===== config.mk =====
export PLATFORM = sky130hd
export DESIGN_NAME = step_gen_bus_flat
export DESIGN_NICKNAME = d
export VERILOG_FILES = /design/src/rtl/step_gen_bus_if.sv /design/src/rtl/step_gen_bus.sv /design/src/flat_wrapper.sv
export SDC_FILE = /design/constraint.sdc
export NUM_CORES = 1
export LEC_CHECK = 0
export ABC_CLOCK_PERIOD_IN_PS = 3050
export BUFFER_PORTS_ARGS = -buffer_cell sky130_fd_sc_hd__buf_2
export CAP_MARGIN = 20
export CORE_MARGIN = 8
export CORE_UTILIZATION = 57
export DETAILED_ROUTE_END_ITERATION = 10
export PLACE_DENSITY = 0.8
export SETUP_SLACK_MARGIN = 0.02
export SYNTH_ARGS = -nofsm -noshare
export SYNTH_HDL_FRONTEND = slang
export SYNTH_SLANG_ARGS = --single-unit

===== constraint.sdc =====
create_clock -name clk_in -period 3.05 [get_ports clk_in]
set_clock_uncertainty 0.05 [all_clocks]
set_input_delay 0.305 -clock clk_in [delete_from_list [all_inputs] [get_ports clk_in]]
set_output_delay 0.305 -clock clk_in [all_outputs]
set_load 0.01 [all_outputs]

===== src/rtl/step_gen_bus_if.sv =====
// rtl/step_gen_bus_if.sv - CPU native memory bus (mem_valid/ready) seen by the step generator
interface step_gen_bus_if;
    logic        enable;
    logic        mem_valid;
    logic [1:0]  addr_in;
    logic [3:0]  mem_wstrb;
    logic [31:0] data_in;
    logic [31:0] data_out;
    logic        ready;

    modport master (
        output enable, mem_valid, addr_in, mem_wstrb, data_in,
        input  data_out, ready
    );

    modport slave (
        input  enable, mem_valid, addr_in, mem_wstrb, data_in,
        output data_out, ready
    );
endinterface


===== src/rtl/step_gen_bus.sv =====
// rtl/step_gen_bus.sv - memory-mapped step/direction pulse generator
module step_gen_bus #(
    parameter int CNT_WIDTH  = 16,
    parameter int STEP_WIDTH = 32
) (
    input  logic               clk_in,
    input  logic               reset_in,
    step_gen_bus_if.slave      bus,
    output logic               step_out,
    output logic               dir_out,
    output logic               drv_en_n_out,
    output logic               busy_out
);
    typedef enum logic [1:0] {S_IDLE, S_HIGH, S_LOW} state_t;

    localparam logic [CNT_WIDTH-1:0]  CNT_ONE  = {{(CNT_WIDTH-1){1'b0}}, 1'b1};
    localparam logic [STEP_WIDTH-1:0] STEP_ONE = {{(STEP_WIDTH-1){1'b0}}, 1'b1};

    state_t                 state_q, state_d;
    logic [CNT_WIDTH-1:0]   timer_q, timer_d;
    logic [CNT_WIDTH-1:0]   half_q, half_d;
    logic [STEP_WIDTH-1:0]  steps_q, steps_d;
    logic                   run_q, run_d, dir_q, dir_d, drv_q, drv_d, done_q, done_d;
    logic                   step_q, step_d, dir_out_q, dir_out_d;
    logic                   ready_q, ready_d;
    logic [31:0]            rdata_q, rdata_d;

    logic                   req, wr_en, rd_en, busy;
    logic [CNT_WIDTH-1:0]   h_eff;
    logic [31:0]            wmerge;

    function automatic logic [31:0] lane_merge(input logic [31:0] old_v,
                                               input logic [31:0] new_v,
                                               input logic [3:0]  strb);
        logic [31:0] r;
        r = old_v;
        for (int i = 0; i < 4; i++)
            if (strb[i]) r[8*i +: 8] = new_v[8*i +: 8];
        return r;
    endfunction

    always_comb begin
        req   = bus.enable & bus.mem_valid & ~ready_q;
        wr_en = req & (|bus.mem_wstrb);
        rd_en = req & ~(|bus.mem_wstrb);
        busy  = (state_q != S_IDLE);
        h_eff = (half_q == '0) ? CNT_ONE : half_q;

        wmerge    = '0;
        ready_d   = req;
        rdata_d   = '0;
        run_d     = run_q;
        dir_d     = dir_q;
        drv_d     = drv_q;
        done_d    = done_q;
        half_d    = half_q;
        steps_d   = steps_q;
        state_d   = state_q;
        timer_d   = timer_q;
        step_d    = step_q;
        dir_out_d = dir_out_q;

        // Read data is registered and forced to zero outside the ack cycle so the bus can be OR-shared.
        if (rd_en) begin
            case (bus.addr_in)
                2'd0:    rdata_d = {29'd0, drv_q, dir_q, run_q};
                2'd1:    rdata_d = 32'(half_q);
                2'd2:    rdata_d = 32'(steps_q);
                default: rdata_d = {30'd0, done_q, busy};
            endcase
        end

        if (wr_en) begin
            case (bus.addr_in)
                2'd0: begin
                    wmerge = lane_merge({29'd0, drv_q, dir_q, run_q}, bus.data_in, bus.mem_wstrb);
                    run_d  = wmerge[0];
                    dir_d  = wmerge[1];
                    drv_d  = wmerge[2];
                end
                2'd1: begin
                    wmerge = lane_merge(32'(half_q), bus.data_in, bus.mem_wstrb);
                    if (!busy) half_d = wmerge[CNT_WIDTH-1:0];
                end
                2'd2: begin
                    wmerge = lane_merge(32'(steps_q), bus.data_in, bus.mem_wstrb);
                    if (!busy) steps_d = wmerge[STEP_WIDTH-1:0];
                end
                default: begin
                    if (bus.mem_wstrb[0] && bus.data_in[1]) done_d = 1'b0;
                end
            endcase
        end

        // FSM assignments follow the bus writes so a same-edge done set / run clear wins.
        case (state_q)
            S_IDLE: begin
                dir_out_d = dir_d;
                if (run_q && drv_q && steps_q != '0) begin
                    state_d = S_HIGH;
                    step_d  = 1'b1;
                    timer_d = h_eff - CNT_ONE;
                end
            end
            S_HIGH: begin
                if (timer_q != '0) begin
                    timer_d = timer_q - CNT_ONE;
                end else begin
                    state_d = S_LOW;
                    step_d  = 1'b0;
                    timer_d = h_eff - CNT_ONE;
                end
            end
            S_LOW: begin
                if (timer_q != '0) begin
                    timer_d = timer_q - CNT_ONE;
                end else begin
                    steps_d = steps_q - STEP_ONE;
                    if (steps_q == STEP_ONE) begin
                        state_d = S_IDLE;
                        done_d  = 1'b1;
                        run_d   = 1'b0;
                    end else if (run_q && drv_q) begin
                        state_d = S_HIGH;
                        step_d  = 1'b1;
                        timer_d = h_eff - CNT_ONE;
                    end else begin
                        state_d = S_IDLE;
                    end
                end
            end
            default: state_d = S_IDLE;
        endcase
    end

    always_ff @(posedge clk_in) begin
        if (reset_in) begin
            state_q   <= S_IDLE;
            timer_q   <= '0;
            half_q    <= '0;
            steps_q   <= '0;
            run_q     <= 1'b0;
            dir_q     <= 1'b0;
            drv_q     <= 1'b0;
            done_q    <= 1'b0;
            step_q    <= 1'b0;
            dir_out_q <= 1'b0;
            ready_q   <= 1'b0;
            rdata_q   <= '0;
        end else begin
            state_q   <= state_d;
            timer_q   <= timer_d;
            half_q    <= half_d;
            steps_q   <= steps_d;
            run_q     <= run_d;
            dir_q     <= dir_d;
            drv_q     <= drv_d;
            done_q    <= done_d;
            step_q    <= step_d;
            dir_out_q <= dir_out_d;
            ready_q   <= ready_d;
            rdata_q   <= rdata_d;
        end
    end

    assign bus.ready    = ready_q;
    assign bus.data_out = rdata_q;
    assign step_out     = step_q;
    assign dir_out      = dir_out_q;
    assign drv_en_n_out = ~drv_q;
    assign busy_out     = (state_q != S_IDLE);
endmodule


===== src/flat_wrapper.sv =====
// flat-port wrapper written by rule: the top's interface ports become plain ports
module step_gen_bus_flat 
#(
    parameter int CNT_WIDTH  = 16,
    parameter int STEP_WIDTH = 32
)
  (clk_in, reset_in, step_out, dir_out, drv_en_n_out, busy_out, bus_enable, bus_mem_valid, bus_addr_in, bus_mem_wstrb, bus_data_in, bus_data_out, bus_ready);
  step_gen_bus_if bus_i ();
  input  logic clk_in;
  input  logic reset_in;
  output logic step_out;
  output logic dir_out;
  output logic drv_en_n_out;
  output logic busy_out;
  input wire logic [$bits(bus_i.enable)-1:0] bus_enable;
  input wire logic [$bits(bus_i.mem_valid)-1:0] bus_mem_valid;
  input wire logic [$bits(bus_i.addr_in)-1:0] bus_addr_in;
  input wire logic [$bits(bus_i.mem_wstrb)-1:0] bus_mem_wstrb;
  input wire logic [$bits(bus_i.data_in)-1:0] bus_data_in;
  output wire logic [$bits(bus_i.data_out)-1:0] bus_data_out;
  output wire logic [$bits(bus_i.ready)-1:0] bus_ready;
  assign bus_i.enable = bus_enable;
  assign bus_i.mem_valid = bus_mem_valid;
  assign bus_i.addr_in = bus_addr_in;
  assign bus_i.mem_wstrb = bus_mem_wstrb;
  assign bus_i.data_in = bus_data_in;
  assign bus_data_out = bus_i.data_out;
  assign bus_ready = bus_i.ready;
  step_gen_bus #(.CNT_WIDTH(CNT_WIDTH), .STEP_WIDTH(STEP_WIDTH)) u_core (.clk_in(clk_in), .reset_in(reset_in), .bus(bus_i), .step_out(step_out), .dir_out(dir_out), .drv_en_n_out(drv_en_n_out), .busy_out(busy_out));
endmodule

# Yosys cells after proc, flatten, opt, wreduce, memory -nomap -nowiden
# Index checks and enable logic that the tools add are counted.
# W data, S select, Z words.
# totals
register_bits	105
mem_bits_ro	0
inputBits	42
latch_bits	0
word_cells	99
output_inout_bits	37
n_memories	0
ram_bits	0
# op_classes
eq_ne	12
muxes	43
order_cmp	0
div	0
reduce_logical	19
multipliers	0
bitwise_logic	9
n_addsub	3
shifts	0
# ops
op	n
$mux W32	5
$mux W16	6
$pmux W32 S3	1
$pmux W16 S3	1
$eq A32 B1 Y1 const B	1
$mux W8	4
$reduce_bool A32 Y1	1
$sub A16 B1 Y16 const B	2
$sub A32 B1 Y32 const B	1
$mux W1	19
$logic_not A16 Y1	1
$reduce_bool A16 Y1	1
$reduce_and A4 Y1	3
$mux W2	5
$ne A2 B2 Y1 const B	3
$pmux W2 S3	1
$reduce_and A3 Y1	2
$reduce_and A6 Y1	1
$not A1 Y1	5
$and A1 B1 Y1	4
$eq A2 B1 Y1 const B	2
$eq A2 B2 Y1 const B	2
$logic_not A2 Y1	2
$ne A2 B1 Y1 const B	2
other kinds (9)	11

# Logic depth before layout (Yosys ltp)
# Gate-level depths: netlist (run 1).
# depth
word_depth	7
depth_mapped	10

# Worst setup path after synthesis (run 1)
# OpenSTA, ideal clock, no wires.
# synth_timing
path_kind	register -> register
from	reg u_core.half_q[4]
to	reg u_core.timer_q[10]
n_path_buf	1
setup_ps	132
slack_ps	497
required_time_ps	2868
path_stages_with_launch	11
t_arrival_ps	2371
path_cell_list	dfxtp_1 > clkbuf_1 > nor4_1 > a41oi_1 > ha_1 > nor3b_1 > nand2_1 > or3_1 > xnor2_1 > o211ai_1 > a21oi_1
# synth_between
elab_chain_len	7
word_cells_on_any_way	9
# synth_lines
element	line_no	rtl
start: declaration	step_gen_bus.sv:21	logic [CNT_WIDTH-1:0] half_q, half_d;
start signal: assignment	step_gen_bus.sv:153	half_q <= half_d;
$logic_not A16 Y1	step_gen_bus.sv:47	h_eff = (half_q == '0) ? CNT_ONE : half_q;
$mux W16 *	step_gen_bus.sv:47	
$sub A16 B1 Y16 *	step_gen_bus.sv:102, step_gen_bus.sv:111, step_gen_bus.sv:126	
$mux W16	step_gen_bus.sv:123	end else if (run_q && drv_q) begin
$mux W16	step_gen_bus.sv:119	if (steps_q == STEP_ONE) begin
$mux W16	step_gen_bus.sv:115	if (timer_q != '0) begin
$pmux W16 S3 *	step_gen_bus.sv:96	case (state_q)
end signal: assignment	step_gen_bus.sv:152	timer_q <= timer_d;
end: declaration	step_gen_bus.sv:20	logic [CNT_WIDTH-1:0] timer_q, timer_d;
# Every way passes the cells marked *; elsewhere a longest branch is shown, timed or not. The select of a mux whose other input is x is not followed.
# A chain may end at the register's enable or synchronous reset.

# Worst setup path in the final report (run 1)
# layout_timing
from	reg u_core.timer_q[0]
to	reg u_core.steps_q[23]
# layout_between
elab_chain_len	3
# layout_lines
element	line_no	rtl
$reduce_bool A16 Y1	step_gen_bus.sv:115	
$mux W32	step_gen_bus.sv:115	
$mux W32	step_gen_bus.sv:96	
end signal: assignment	step_gen_bus.sv:154	steps_q <= steps_d;
end: declaration	step_gen_bus.sv:22	logic [STEP_WIDTH-1:0] steps_q, steps_d;
# No other way between the ends.

==> metrics.txt, run 1 <==
result of the run completed; Vias per Instance 6.39; power share of the clock group 0.326; leakage power summed over all cells 2.40 nW; gr busiest metal met2; met2 Track Usage GR 0.402; RSZ-0062 raised after global routing false; nets@finish 769; clock tree from TritonCTS built; Total Power 2.46 mW; final routed DRC violation total 0; power density of the placed cells 401 mW/mm^2; number of detailed-routing iterations run before antenna repair 6; Hold Path Depth 3; number of cells on the worst reg-to-reg path 8; synthesized area per cell 8.42 sq um; via count 5441; switch share 0.274; Period minus WS final 2.82 ns; Initial Util 0.587; warning count from the yosys run 0; worst min-delay path endpoint u_core.steps_q[29]$_SDFF_PP0_; data arrival at the endpoint of the critical path 3.00 ns; switching power of the nets 0.673 mW; final number of hold-violating endpoints 0; drt total wl 15800 um; met1 Track Usage GR 0.297; final standard cell utilization of the core 0.663; register clock-pin slew on the reported worst setup and hold paths 0.10 ns; Fmax 0.354 GHz; required time of the critical path 3.23 ns; H-tree Lvls 3; Final Worst Setup Slack 0.225 ns; final weighted congestion in routability-driven placement 0.955; antenna violations before repair 0; slew at the pin closest to its max-slew limit 0.829 ns; #FFs+latches synth 105; Floorplan Core Area 0.00924 sq mm; number of top-level pins 79; later-pin clock latency in the skew report 0.37 ns; count of placed standard cells including taps 835; sequential fraction of design power 0.567; width of the die 114 um; met3 Use GR 0.0412; DP Wirelength 11600 um; largest net degree at the start of global routing 67; final cycle utilization of the critical path 0.926; Crit Reg-Reg Endpoint u_core.steps_q[23]$_SDFF_PP0_; All-Layer GR Usage 0.241; Final Instance Count excl. Fillers 851; count of pins over their slew limit 0; via count of the first global-routing pass 5172; largest fanout on the critical path 10; number of instances in the synthesized netlist 644; VDD IR max 0.270 mV; area of the die 0.0129 sq mm; post-CTS repair timing setup buffer count 0; leading area contributor after synthesis dfxtp_1; largest cells by area after synthesis dfxtp_1 39%, nor2_1 5.1%, a21oi_1 4.4%; Std-Cell Rows 35; portion of synthesized cell area occupied by the leading cell type 0.388; average wire per standard cell 18.6 um; Yosys cell types 75; relative slew slack 0.445; Startpoint Class flop; combinational fraction of design power 0.107; aggregate negative setup slack 0 ns; Worst Setup Slack post-DPL 0.172 ns; minimum setup slack among reg-to-reg paths 0.23 ns; master cell of the clock root buffer clkbuf_8; number of buffers created by CTS 9; async set or reset register ratio after synthesis 0; worst min-delay path class primary input to flop; internal portion of total power 1.78 mW; Iter 0 DRT Violations 501; number of antenna repair diodes 0; leftover overflow at the end of global routing 0; Area growth, synth to finish 12.9%; remaining number of nets flagged by the antenna check after routing 0; first-pass GRT wire length 25700 um; Netlist Area Pre-Place 0.00542 sq mm; Vert. Die Dim 114 um; CTS Buffer Depth 2; Setup violations, final 0; Max Cap Violations 0; proportion of synthesized chip area in sequential cells 0.388; CTS sink count 105; Synth Net Count 696; share of final-layout standard cells stronger than drive strength 1 0.197; Synth Flop Type dfxtp_1; Hold Startpoint bus_data_in[29]; EDFF count, synth 0; port bufs 78; reg-to-reg startpoint u_core.timer_q[0]$_SDFFE_PP0P_; Setup Crit Path Kind flop to flop; Critical Path End Type flop
[flip-flops by register name, summed over array words and instances (netlist names), 2 cells and up]
name                 cells
u_core.state_q           2
u_core.steps_q          32
u_core.timer_q          16
u_core.half_q           16
u_core.bus.data_out     32
[critical path: stages (launching register included)]
cell	delay (ns)
dfxtp_1	0.34
inv_1	0.09
ha_1	0.27
or4b_1	0.56
or4_4	0.55
nor2_8	0.23
nand3_1	0.20
o311ai_1	0.29
a31oi_1	0.12
[area by class of cell]
cell class | count | area, sq um
multi-input combinational | 488 | 3090
timing repair buffer | 97 | 533
tap | 129 | 161
sequential | 105 | 2100
inverter | 16 | 60.1
clock buffer | 11 | 131
clock inverter | 5 | 41.3
fill | 770 | 3120
[cell families (layout without fill, tap and decap cells)]
| group | after synthesis | after routing | synth area share |
|---|---|---|---|
| AOI/OAI and AO/OA | 177 | 177 | 0.218 |
| and+or+nand+nor | 272 | 272 | 0.272 |
| buffers and inverters | 51 | 129 | 0.0425 |
| adders and majority gates | 10 | 10 | 0.0231 |
| xor gates and xnor gates | 7 | 7 | 0.0113 |
| DFF | 105 | 105 | 0.388 |
| muxes | 22 | 22 | 0.0455 |
[routing by layer]
| layer | share of wire | vias up |
|---|---|---|
| li1 | - | 2528 |
| met4 | 0.032 | 0 |
| met5 | 0 | - |
| met1 | 0.40 | 2540 |
| met2 | 0.48 | 317 |
| met3 | 0.089 | 56 |
[what timing repair did]
action                                  in CTS  in global routing
endpoints found under the setup margin       0                  2
endpoints found under the hold margin        0                  0
hold buffers                                 0                  0
resized for setup                            0                  1
[synth_stat cells, types with 4 or more instances]
| library cell | instances |
|---|---|
| o211ai_1 | 15 |
| a22oi_1 | 17 |
| or4_1 | 6 |
| a21oi_1 | 48 |
| xnor2_1 | 5 |
| o21ai_0 | 31 |
| nand4_1 | 6 |
| nand3_1 | 18 |
| o21ai_1 | 5 |
| mux2i_1 | 19 |
| or2_2 | 6 |
| nand2_1 | 42 |
| and3_1 | 7 |
| a31oi_1 | 13 |
| ha_1 | 10 |
| dfxtp_1 | 105 |
| a211oi_1 | 7 |
| clkbuf_1 | 29 |
| and2_1 | 19 |
| o31ai_1 | 4 |
| or3_1 | 17 |
| nor2_1 | 73 |
| nor4_1 | 13 |
| nand2b_1 | 4 |
| buf_6 | 5 |
| inv_1 | 16 |
| nor3_1 | 31 |
[per-stage QoR]
stage	cell area [sq um]	hold WS [ns]
floorplan	5420	0.390
global placement	5950	0.408
detailed placement	5950	0.412
CTS	6120	0.135
global route	6120	0.132
finish	6120	0.140
[how the worst max path moves through the flow]
stage                                                 end  slack, ns                      startpoint  cells past startpoint
after floorplan           u_core.timer_q[10]$_SDFFE_PP0P_       0.50   u_core.half_q[4]$_SDFFE_PP0P_                     10
after detailed placement  u_core.timer_q[10]$_SDFFE_PP0P_       0.17  u_core.half_q[11]$_SDFFE_PP0P_                     10
after CTS                 u_core.timer_q[10]$_SDFFE_PP0P_       0.15  u_core.half_q[11]$_SDFFE_PP0P_                     10
final                       u_core.steps_q[23]$_SDFF_PP0_       0.23  u_core.timer_q[0]$_SDFFE_PP0P_                      8
after global routing      u_core.timer_q[10]$_SDFFE_PP0P_       0.12   u_core.half_q[8]$_SDFFE_PP0P_                      9
after global placement    u_core.timer_q[10]$_SDFFE_PP0P_       0.32  u_core.half_q[11]$_SDFFE_PP0P_                     10
[power by group through the flow]
| stage | clock, mW | sequential [mW] | combinational, mW |
|---|---|---|---|
| 3_3_place_gp | 0 | 1.42 | 0.249 |
| 4_1_cts | 0.803 | 1.39 | 0.256 |
| 6_report | 0.800 | 1.39 | 0.263 |
| 5_1_grt | 0.872 | 1.40 | 0.284 |
| 3_5_place_dp | 0 | 1.42 | 0.254 |
| 2_1_floorplan | 0 | 1.42 | 0.165 |
[placed cells by master, fill, tap and decap left out, drive strengths merged, types with 4 or more instances in the layout]
master	synthesis	routed
nor3	34	34
nand2b	5	5
or3	17	17
inv	16	17
a22oi	17	17
o31ai	4	4
ha	10	10
clkinvlp	0	4
buf	6	97
nand4	6	6
xnor2	5	5
mux2i	19	19
dfxtp	105	105
nor2	74	74
and2	20	20
and3	8	8
or2	7	7
nand3	18	18
a21oi	48	48
nand2	42	42
o311ai	4	4
clkbuf	29	11
o21ai	37	37
a211oi	9	9
or4	9	9
nor4	17	17
a31oi	13	13
o211ai	15	15
No activity file was read; power rests on OpenSTA's default activity.
==> inputs of run 2 (changes only) <==
- RECOVER_POWER: unset -> 25
==> run 2 against run 1 <==
Compared with the run above:
- non-clock buffer count unchanged
- critical path type unchanged
- critical endpoint unchanged
- sequential power about the same
- utilization decreased by 0.46 points
- maximum frequency increased by 0.66%
==> metrics.txt, run 2 (synthesis gave the netlist of run 1 again) <==
final number of hold-violating endpoints 0; final cycle utilization of the critical path 0.920; largest net degree at the start of global routing 67; Initial Util 0.587; average wire per standard cell 18.6 um; commonest non-fill, non-tap cells in the layout 105 x dfxtp_1, 73 x nor2_1, 48 x a21oi_1; share of final-layout standard cells stronger than drive strength 1 0.150; Setup Crit Path Kind flop to flop; first-pass GRT wire length 25700 um; Area growth, synth to finish 12.2%; aggregate negative setup slack 0 ns; result of the run completed; CTS sink count 105; slew at the pin closest to its max-slew limit 0.826 ns; worst min-delay path class primary input to flop; width of the die 114 um; leftover overflow at the end of global routing 0; post-CTS repair timing setup buffer count 0; H-tree Lvls 3; RSZ-0062 raised after global routing false; final routed DRC violation total 0; port bufs 78; required time of the critical path 3.23 ns; drt total wl 15800 um; Std-Cell Rows 35; leakage power summed over all cells 2.25 nW; number of cells on the worst reg-to-reg path 8; antenna violations before repair 0; number of buffers created by CTS 9; Vias per Instance 6.43; remaining number of nets flagged by the antenna check after routing 0; Startpoint Class flop; CTS Buffer Depth 2; area post-placement 0.00595 sq mm; Total Power 2.47 mW; master cell of the clock root buffer clkbuf_8; clock tree from TritonCTS built; DP Wirelength 11600 um; fill cell total of the finished layout 786; Critical Path End Type flop; Max Cap Violations 0; nets@finish 769; final weighted congestion in routability-driven placement 0.955; largest fanout on the critical path 10; post-route cell area 0.00608 sq mm; leading cell type in the layout, fill and taps excluded dfxtp_1; register clock-pin slew on the reported worst setup and hold paths 0.11 ns; Floorplan Core Area 0.00924 sq mm; via count 5472; number of antenna repair diodes 0; count of pins over their slew limit 0; Setup violations, final 0; hold-fix buffers at CTS 0; All-Layer GR Usage 0.241; power density of the placed cells 405 mW/mm^2; number of top-level pins 79; Hold Path Depth 3; Fmax 0.356 GHz; Period minus WS final 2.81 ns; largest stage delay on the critical path 0.56 ns; Iter 0 DRT Violations 540; final standard cell utilization of the core 0.658; VDD IR max 0.278 mV; Vert. Die Dim 114 um; number of detailed-routing iterations run before antenna repair 5; Slowest cell on crit path or4b_1; data arrival at the endpoint of the critical path 2.99 ns; later-pin clock latency in the skew report 0.38 ns; relative slew slack 0.447; area of the die 0.0129 sq mm; cell breakdown of the critical path inv_1, ha_1, or4b_1, or4_4, nor2_8, nand3_1, o311ai_1, a31oi_1; via count of the first global-routing pass 5172
run 2: per-stage QoR:
step / hold slack (ns) / setup WS [ns] / instances
after global placement: 0.408 / 0.316 / 835
final: 0.127 / 0.244 / 851
after floorplan: 0.390 / 0.497 / 644
after detailed placement: 0.412 / 0.172 / 835
after global routing: 0.132 / 0.122 / 851
after CTS: 0.135 / 0.148 / 851
run 2: final cells by class:
| cell class | instances | area (sq um) | share of cell area |
|---|---|---|---|
| clock buffers | 11 | 131 | 0.0216 |
| multi-input cells | 488 | 3090 | 0.509 |
| repair buffers | 97 | 490 | 0.0807 |
| inverters | 16 | 60.1 | 0.00988 |
| flip-flops and latches | 105 | 2100 | 0.346 |
| well taps | 129 | 161 | 0.0265 |
| clock inverters | 5 | 41.3 | 0.00679 |
run 2: per-layer routing:
| metal | global-route usage | share of wire | routed length, um | vias up |
|---|---|---|---|---|
| li1 | - | - | - | 2530 |
| met4 | 0.107 | 0.033 | 522 | 0 |
| met1 | 0.297 | 0.40 | 6320 | 2548 |
| met2 | 0.402 | 0.47 | 7520 | 338 |
| met5 | 0 | 0 | 0 | - |
| met3 | 0.0412 | 0.093 | 1480 | 56 |
run 2: critical path: cells and delay by family, from the launching register on:
kind | cells | cell delay (ns)
flip-flops | 1 | 0.34
AND/OR/NAND/NOR | 4 | 1.54
buffers and inverters | 1 | 0.09
AO/OA/AOI/OAI | 2 | 0.39
adder cells (fa/ha/maj) | 1 | 0.26
run 2: where the power goes:
group / switching, mW / internal (mW) / total, mW
combinational: 0.164 / 0.0992 / 0.263
clock: 0.505 / 0.304 / 0.809
sequential: 0.0130 / 1.38 / 1.39
run 2: what timing repair did:
action,4_1_cts,5_1_grt
setup endpoints to repair,0,2
gates resized for setup,0,1
hold endpoints to repair,0,0
run 2: path summary, 6_finish.rpt:
check	from	end	slack, ns
worst max-delay path	u_core.timer_q[0]$_SDFFE_PP0P_	u_core.steps_q[23]$_SDFF_PP0_	0.24
worst min-delay path	bus_data_in[29]	u_core.steps_q[29]$_SDFF_PP0_	0.13
worst max register to register	u_core.timer_q[0]$_SDFFE_PP0P_	u_core.steps_q[23]$_SDFF_PP0_	0.24
worst min register to register	u_core.steps_q[24]$_SDFF_PP0_	u_core.bus.data_out[24]$_SDFF_PP0_	0.43
==> inputs of run 3 (changes only) <==
- CORE_ASPECT_RATIO: unset -> 0.9
- CORE_UTILIZATION: 57 -> 25
- PLACE_DENSITY: 0.8 -> unset
- SKIP_LAST_GASP: unset -> 1
==> run 3 against run 2 <==
Compared with the run above:
- utilization shrank 36 points
- first-iteration DRC count is 1.3% lower
- critical path depth stayed put
- maximum frequency down 0.71%
- combinational power increased by 2%
==> metrics.txt, run 3 (synthesis gave the netlist of run 1 again) <==
count of pins over their slew limit 0; switch share 0.265; Fmax 0.354 GHz; final standard cell utilization of the core 0.300; number of detailed-routing iterations run before antenna repair 6; final number of hold-violating endpoints 0; final routed DRC violation total 0; DP Wirelength 13000 um; Max Cap Violations 0; Initial Util 0.253; Setup Crit Path Kind flop to flop; leftover overflow at the end of global routing 0; data arrival at the endpoint of the critical path 2.98 ns; hold-fix buffers at CTS 0; leakage power summed over all cells 2.34 nW; later-pin clock latency in the skew report 0.36 ns; slew at the pin closest to its max-slew limit 0.787 ns; share of final-layout standard cells stronger than drive strength 1 0.159; drt total wl 17300 um; Vias per Instance 5.10; via count of the first global-routing pass 4787; H-tree Lvls 3; number of top-level pins 79; switching power of the nets 0.735 mW; Critical Path End Type flop; Period minus WS final 2.83 ns; Worst Setup Slack post-DPL 0.172 ns; Final Worst Setup Slack 0.224 ns; combinational fraction of design power 0.096; nets@finish 775; result of the run completed; CTS sink count 105; internal portion of total power 2.04 mW; Startpoint Class flop; largest fanout on the critical path 10; via count 5200; port bufs 78; required time of the critical path 3.21 ns; power density of the placed cells 431 mW/mm^2; Floorplan Core Area 0.0214 sq mm; relative slew slack 0.475; number of gates given a new drive strength after cts 0; remaining number of nets flagged by the antenna check after routing 0; number of antenna repair diodes 0; RSZ-0062 raised after global routing false; first-pass GRT wire length 27200 um; Area growth, synth to finish 18.7%; commonest non-fill, non-tap cells in the layout 105 x dfxtp_1, 73 x nor2_1, 48 x a21oi_1; area of the die 0.0267 sq mm; final weighted congestion in routability-driven placement 0.864; width of the die 171 um; CTS Buffer Depth 2; aggregate negative setup slack 0 ns; VDD IR max 0.261 mV; Setup violations, final 0; worst min-delay path class primary input to flop; power share of the clock group 0.402; sequential fraction of design power 0.502; Std-Cell Rows 51; clock tree from TritonCTS built; Vert. Die Dim 156 um; Iter 0 DRT Violations 533; final cycle utilization of the critical path 0.927; master cell of the clock root buffer clkbuf_16; number of buffers created by CTS 9; antenna violations before repair 0; average wire per standard cell 17.0 um; register clock-pin slew on the reported worst setup and hold paths 0.07 ns; All-Layer GR Usage 0.129; largest net degree at the start of global routing 67; leading cell type in the layout, fill and taps excluded dfxtp_1; post-CTS repair timing setup buffer count 0
run 3: cell count changes in the layout (fill, tap and decap cells not counted):
| cell | delta |
|---|---|
| inv_6 | +1 |
| clkinvlp_4 | -2 |
| inv_8 | -1 |
| buf_4 | +6 |
| clkbuf_16 | +9 |
| clkinv_4 | +3 |
| clkbuf_1 | -2 |
| clkbuf_8 | -9 |
| clkinv_2 | +1 |
run 3: path summary, 6_finish.rpt:
| path | end | cells after the start | slack, ns | start |
|---|---|---|---|---|
| setup / recovery | u_core.steps_q[23]$_SDFF_PP0_ | 8 | 0.22 | u_core.timer_q[0]$_SDFFE_PP0P_ |
| hold / removal | u_core.steps_q[29]$_SDFF_PP0_ | 3 | 0.15 | bus_data_in[29] |
| setup reg to reg | u_core.steps_q[23]$_SDFF_PP0_ | 8 | 0.22 | u_core.timer_q[0]$_SDFFE_PP0P_ |
| hold reg to reg | u_core.done_q$_SDFF_PP0_ | 2 | 0.43 | u_core.done_q$_SDFF_PP0_ |
run 3: stage by stage:
stage | power (mW) | hold slack (ns) | cell area, sq um | cells
2_1_floorplan | 1.59 | 0.390 | 5420 | 644
3_3_place_gp | 1.69 | 0.417 | 6190 | 1003
3_5_place_dp | 1.69 | 0.421 | 6190 | 1003
4_1_cts | 2.80 | 0.143 | 6470 | 1019
5_1_grt | 2.88 | 0.161 | 6440 | 1019
6_report | 2.78 | 0.152 | 6440 | 1019
run 3: per-layer routing:
layer  vias to the layer above  part of all wire  wire length [um]  track usage
li1                       2552                 -                 -            -
met1                      2434              0.47              8140        0.181
met2                       201              0.45              7730        0.197
met3                        13             0.074              1290       0.0291
met4                         0            0.0088               153       0.0273
met5                         -                 0                 0            0
run 3: final cells by class:
cell class	count	area [sq um]
Fill cell	2321	15000
Multi-Input combinational cell	488	3090
Sequential cell	105	2100
Timing Repair Buffer	103	536
Tap cell	291	364
Clock buffer	9	225
Inverter	16	60.1
Clock inverter	7	55.1
run 3: power groups by stage:
stage | clock [mW] | combinational (mW) | sequential [mW]
finish | 1.12 | 0.267 | 1.39
global route | 1.20 | 0.292 | 1.39
CTS | 1.14 | 0.263 | 1.39
detailed placement | 0 | 0.261 | 1.42
global placement | 0 | 0.264 | 1.42
floorplan | 0 | 0.165 | 1.42
run 3: critical path, stage by stage, from the launching register on:
cell	delay (ns)
dfxtp_1	0.33
inv_1	0.09
ha_1	0.25
or4b_1	0.54
or4_4	0.55
nor2_8	0.24
nand3_1	0.21
o311ai_1	0.29
a31oi_1	0.12
